**src/rtl/bcd_disp_pkg.sv**
```systemverilog
// bcd_disp_pkg: scan states, segment and anode constants shared by the bcd_display_scan slice
package bcd_disp_pkg;
    typedef enum logic [1:0] {S_ONES, S_TENS, S_HUND, S_OFF} state_t;
    localparam logic [6:0] SEG_BLANK = 7'b1111111;
    localparam logic [6:0] SEG_DASH  = 7'b0111111;
    localparam logic [3:0] AN_ONES   = 4'b1110;
    localparam logic [3:0] AN_TENS   = 4'b1101;
    localparam logic [3:0] AN_HUND   = 4'b1011;
    localparam logic [3:0] AN_OFF    = 4'b1111;
endpackage

```
**src/rtl/bcd_to_7seg.sv**
```systemverilog
// bcd_to_7seg: combinational BCD digit d[3:0] to active-low seg[6:0] {g,f,e,d,c,b,a}, dash for codes 10-15
module bcd_to_7seg
    import bcd_disp_pkg::*;
(
    input  logic [3:0] d,
    output logic [6:0] seg
);
    always_comb begin
        case (d)
            4'd0:    seg = 7'b1000000;
            4'd1:    seg = 7'b1111001;
            4'd2:    seg = 7'b0100100;
            4'd3:    seg = 7'b0110000;
            4'd4:    seg = 7'b0011001;
            4'd5:    seg = 7'b0010010;
            4'd6:    seg = 7'b0000010;
            4'd7:    seg = 7'b1111000;
            4'd8:    seg = 7'b0000000;
            4'd9:    seg = 7'b0010000;
            default: seg = SEG_DASH;
        endcase
    end
endmodule

```
**src/rtl/bcd_display_scan.sv**
```systemverilog
// bcd_display_scan: 4-digit common-anode scan of held BCD h/t/o (load strobe) to registered seg/an, dp off; LEADING_ZERO_BLANK_EN blanks leading zeros
module bcd_display_scan
    import bcd_disp_pkg::*;
#(
    parameter int REFRESH_DIV = 100000
) (
    input  logic       clk,
    input  logic       rst_n,
    input  logic       load,
    input  logic [3:0] hundreds,
    input  logic [3:0] tens,
    input  logic [3:0] ones,
    output logic [6:0] seg,
    output logic [3:0] an,
    output logic       dp
);
    localparam int CW = $clog2(REFRESH_DIV);
    logic [CW-1:0] cnt;
    logic [3:0]    h_q, t_q, o_q, digit, an_nxt;
    logic [6:0]    glyph;
    logic          tick, blank;
    state_t        state;
    assign tick = cnt == CW'(REFRESH_DIV - 1);
    assign dp   = 1'b1;
    always_comb begin
        digit  = state == S_ONES ? o_q : state == S_TENS ? t_q : h_q;
        an_nxt = state == S_ONES ? AN_ONES : state == S_TENS ? AN_TENS :
                 state == S_HUND ? AN_HUND : AN_OFF;
`ifdef LEADING_ZERO_BLANK_EN
        blank  = state == S_OFF || (state == S_HUND && h_q == 4'd0) ||
                 (state == S_TENS && h_q == 4'd0 && t_q == 4'd0);
`else
        blank  = state == S_OFF;
`endif
    end
    bcd_to_7seg u_dec (.d(digit), .seg(glyph));
    always_ff @(posedge clk or negedge rst_n) begin
        if (!rst_n) begin
            h_q   <= '0;
            t_q   <= '0;
            o_q   <= '0;
            cnt   <= '0;
            state <= S_ONES;
            seg   <= SEG_BLANK;
            an    <= AN_OFF;
        end else begin
            if (load) begin
                h_q <= hundreds;
                t_q <= tens;
                o_q <= ones;
            end
            cnt <= tick ? '0 : cnt + CW'(1);
            if (tick) state <= state_t'(state + 2'd1);
            seg <= blank ? SEG_BLANK : glyph;
            an  <= an_nxt;
        end
    end
endmodule

```
**config.mk**
```make
export PLATFORM = sky130hd
export DESIGN_NAME = bcd_display_scan
export DESIGN_NICKNAME = d
export VERILOG_FILES = /design/src/rtl/bcd_disp_pkg.sv /design/src/rtl/bcd_to_7seg.sv /design/src/rtl/bcd_display_scan.sv
export SDC_FILE = /design/constraint.sdc
export NUM_CORES = 1
export LEC_CHECK = 0
export BUFFER_PORTS_ARGS = -buffer_cell sky130_fd_sc_hd__buf_2
export CORE_MARGIN = 8
export CORE_UTILIZATION = 45
export DETAILED_ROUTE_END_ITERATION = 7
export HOLD_SLACK_MARGIN = 0.15
export PLACE_DENSITY = 0.72
export SLEW_MARGIN = 10
export SYNTH_ARGS = -nofsm -noshare
export SYNTH_HDL_FRONTEND = slang
export SYNTH_SLANG_ARGS = --single-unit
```
**constraint.sdc**
```tcl
create_clock -name clk -period 4.47 [get_ports clk]
set_clock_uncertainty 0.2 [all_clocks]
set_input_delay 0.6705 -clock clk [delete_from_list [all_inputs] [get_ports clk]]
set_output_delay 0.6705 -clock clk [all_outputs]
set_load 0.03 [all_outputs]
```
==> metrics.md <==
| Metric | Value |
|---|---|
| Worst Path Max Fanout | 6 |
| Grt met3 use | ~4.1% |
| Compound-gate portion of the synthesized area | 4.93% |
| Combinational share of power | 13.2% |
| Pint | 0.000547 W |
| Final setup violation count | 0 |
| Cell variety after synth | 36 |
| Die Y | between 80 and 90 um |
| Asr flop ratio synth | 100% |
| Power per cell area | 343 nW/um2 |
| GRT met1 Usage | a little under an eighth |
| Arr. time, crit path | 2.64 ns |
| Sequential share of the synthesized area | between 50% and 60% |
| CTS clk-pin slew, worst paths | 0.07 ns |
| CTS tree | built |
| Share of cells above drive strength 1 | 30.9% |
| Num CTS Buffers | 5 |
| Slew HR | a little over two fifths |
| Part of the power in registers | 56.1% |
| Clk Tree Root Cell | clkbuf_8 |
| Post-synthesis average cell area | 11.8 um2 |
| Hold Path Class | reg2reg |
| CORE AREA | 4000 um2 |
| Final Non-Filler Cells | 238 |
| All-layer global routing usage | 10.9% |
| Crit start category | register |
| Worst setup EP type | register |
| N_diodes | 0 |
| GRT overflow | 0 |
| Number of fill cells | 373 |
| Vias in the first global route | 1,241 |
| YS warnings | 0 |
| Total of flip-flops plus latches after synthesis | 41 |
| Inst Count DP | 230 |
| VDD IR max | 0.000155 V |
| WL/cell | about 14 um |
| Number of synthesized flops with an enable pin | 0 |
| Drt pass-1 iters | 4 |
| Die W | 80.6 um |
| Adder-cell share of the synthesized area | 4.66% |
| Sw frac | 24.8% |
| Number of buffers added on ports | 24 |
| Mux cell area share after synthesis | 11.2% |
| Nets@finish | 209 |
| Worst-Skew Late Latency | between 0.2 and 0.3 ns |
| Status | finished, final reports clean |
| Xor/xnor share of the synthesized area | under 10% |
| Routed via count | 1,238 |
| Clock Tree Buf Depth | 2 |
| Cells after Synth | 159 |
| Tmin final | 2.63 ns |
| Count leader, synth | dfrtp_1 |
| Initial antenna violation count | 0 |
| Initial DRC Count | 54 |
| Max Transition Viols Final | 0 |
| Antenna-violating nets left | 0 |
| Max-cap violation count | 0 |
| CTS H-tree depth | 2 |
| Initial core utilization | 47.0% |
| Pleak | 0.962 nW |
| Top cells by area, synth | dfrtp_1 (41%), dfstp_2 (14%), mux2_2 (8.4%) |
| Simple-gate share of the synthesized area | between 10% and 20% |
| Die footprint | 6500 um2 |
| Setup Buffers After CTS | 0 |
| Clock sink count | 41 |
| Residual DRC count | 0 |
| Routed vias/inst | 5.20 |
| RSZ-0062 raised after global routing | no |
| Largest area contributor in the netlist | dfrtp_1 |
| IO Count | 27 |
| Largest family of logic cells by synthesized area | simple AND/OR/NAND/NOR gates |
| Setup TNS | 0 ns |
| Gr busiest metal | met2 |
| Max frequency | 0.380 GHz |
| Synth top area share | 41.3% |
| Top_reg_cell synth | dfrtp_1 |
| Clock power frac | 30.8% |
| Psw | approximately 0.00018 W |
| PostCTS Resize Cnt | 0 |
| DP HPWL | ~2500 um |
| Area of the mapped netlist | ~1900 um2 |
| Final Hold Vio Count | 0 |
| Num rows | 23 |
| Largest net degree at the start of global routing | 42 |
| Tcrit/Tclk final | 58.8% |
| CP Class | reg2reg |
| Total Wirelength | approximately 3300 um |
| Hold_buf cts | 0 |
| Global-route wire length before repair | 5640 um |
| Final Wtd Congestion | 0.752 |
| Slew @ Worst Pin | 0.861 ns |
| Met2 Use GR | 19.3% |
| Commonest cells in the synthesized netlist | dfrtp_1 (31), nor2_1 (16), mux2_2 (14), nand2_1 (11), dfstp_2 (10) |
| Critical Path RT | approximately 4.5 ns |
| Area Overhead vs Synth | 12.6% |
[worst paths after layout]
check / endpoint / slack (ns) / cells after the start / startpoint
setup reg to reg: seg[1] / 1.84 / 9 / state[1]
max in group asynchronous: cnt[15] / 3.24 / 1 / rst_n
hold reg to reg: cnt[0] / 0.29 / 1 / cnt[0]
setup / recovery: seg[1] / 1.84 / 9 / state[1]
hold / removal: cnt[0] / 0.29 / 1 / cnt[0]
min in group asynchronous: t_q[0] / 0.30 / 1 / rst_n
[kinds of logic (layout without fill, tap and decap cells)]
kind of cell             count (synthesis)  count (layout)
AND/OR/NAND/NOR                         50              50
flip-flops                              41              41
multiplexers                            18              18
AO/OA/AOI/OAI                           15              15
XOR/XNOR                                15              15
buffers and inverters                   12              40
adder cells (fa/ha/maj)                  7               7
other                                    1               2
[power by group through the flow]
| stage | sequential [W] | combinational [W] | clock [W] |
|---|---|---|---|
| floorplan | 0.000436 | 0.0000455 | 0 |
| global placement | 0.000414 | 0.0000934 | 0 |
| detailed placement | 0.000415 | 0.0000970 | 0 |
| CTS | 0.000408 | 0.0000974 | 0.000235 |
| global route | 0.000410 | 0.000105 | 0.000249 |
| finish | 0.000407 | 0.0000957 | 0.000224 |
[state kept, by name, indices dropped and copies added (netlist names)]
name and cells:
state 2, an 3, h_q 4, seg 7, cnt 17, t_q 4, o_q 4
[layout make-up]
cell class              instances  area, um2  share of cell area (%)
flip-flops and latches         41       1040                    49.1
clock buffers                   8       80.1                    3.78
well taps                      50       62.6                    2.96
inverters                       8       30.0                    1.42
multi-input cells             107        785                    37.1
repair buffers                 24        120                    5.68
[per-stage QoR]
| step | hold slack [ns] | cell area [um2] | power (W) | setup slack, ns | util (%) |
|---|---|---|---|---|---|
| global placement | 0.266 | 2040 | 0.000508 | 1.95 | 50.9 |
| global route | 0.312 | 2120 | 0.000764 | 1.63 | 52.9 |
| finish | 0.290 | 2120 | 0.000727 | 1.84 | 52.9 |
| CTS | 0.294 | 2120 | 0.000741 | 1.82 | 52.9 |
| floorplan | 0.175 | 1880 | 0.000481 | 2.05 | - |
| detailed placement | 0.283 | 2040 | 0.000512 | 1.82 | 50.9 |
[critical path, cell delays in order, from the launching register on]
cell     delay [ns]
dfrtp_1        0.40
inv_1          0.12
ha_1           0.27
mux2_2         0.36
mux2i_1        0.37
inv_1          0.10
ha_1           0.31
nor2_1         0.11
a21oi_1        0.05
or2_2          0.28
[cells in the final DEF (no fill, tap or decap), drive strengths merged, types with 2 or more instances in the layout]
master	netlist	routed
xnor2	8	8
buf	4	24
o21bai	2	2
dfrtp	31	31
ha	7	7
nand3	6	6
xor2	7	7
conb	1	2
mux2i	4	4
clkbuf	0	8
dfstp	10	10
o21ai	5	5
nand2	11	11
mux2	14	14
a21o	2	2
nand4	3	3
nor2	16	16
and4	3	3
or2	2	2
o211ai	2	2
a21oi	3	3
inv	8	8
[per-layer routing]
metal	vias to the layer above	wire length, um
met5	-	0
met1	620	1290
met3	3	229
met4	0	23
met2	24	1710
li1	591	-
No activity file was read; power rests on OpenSTA's default activity.
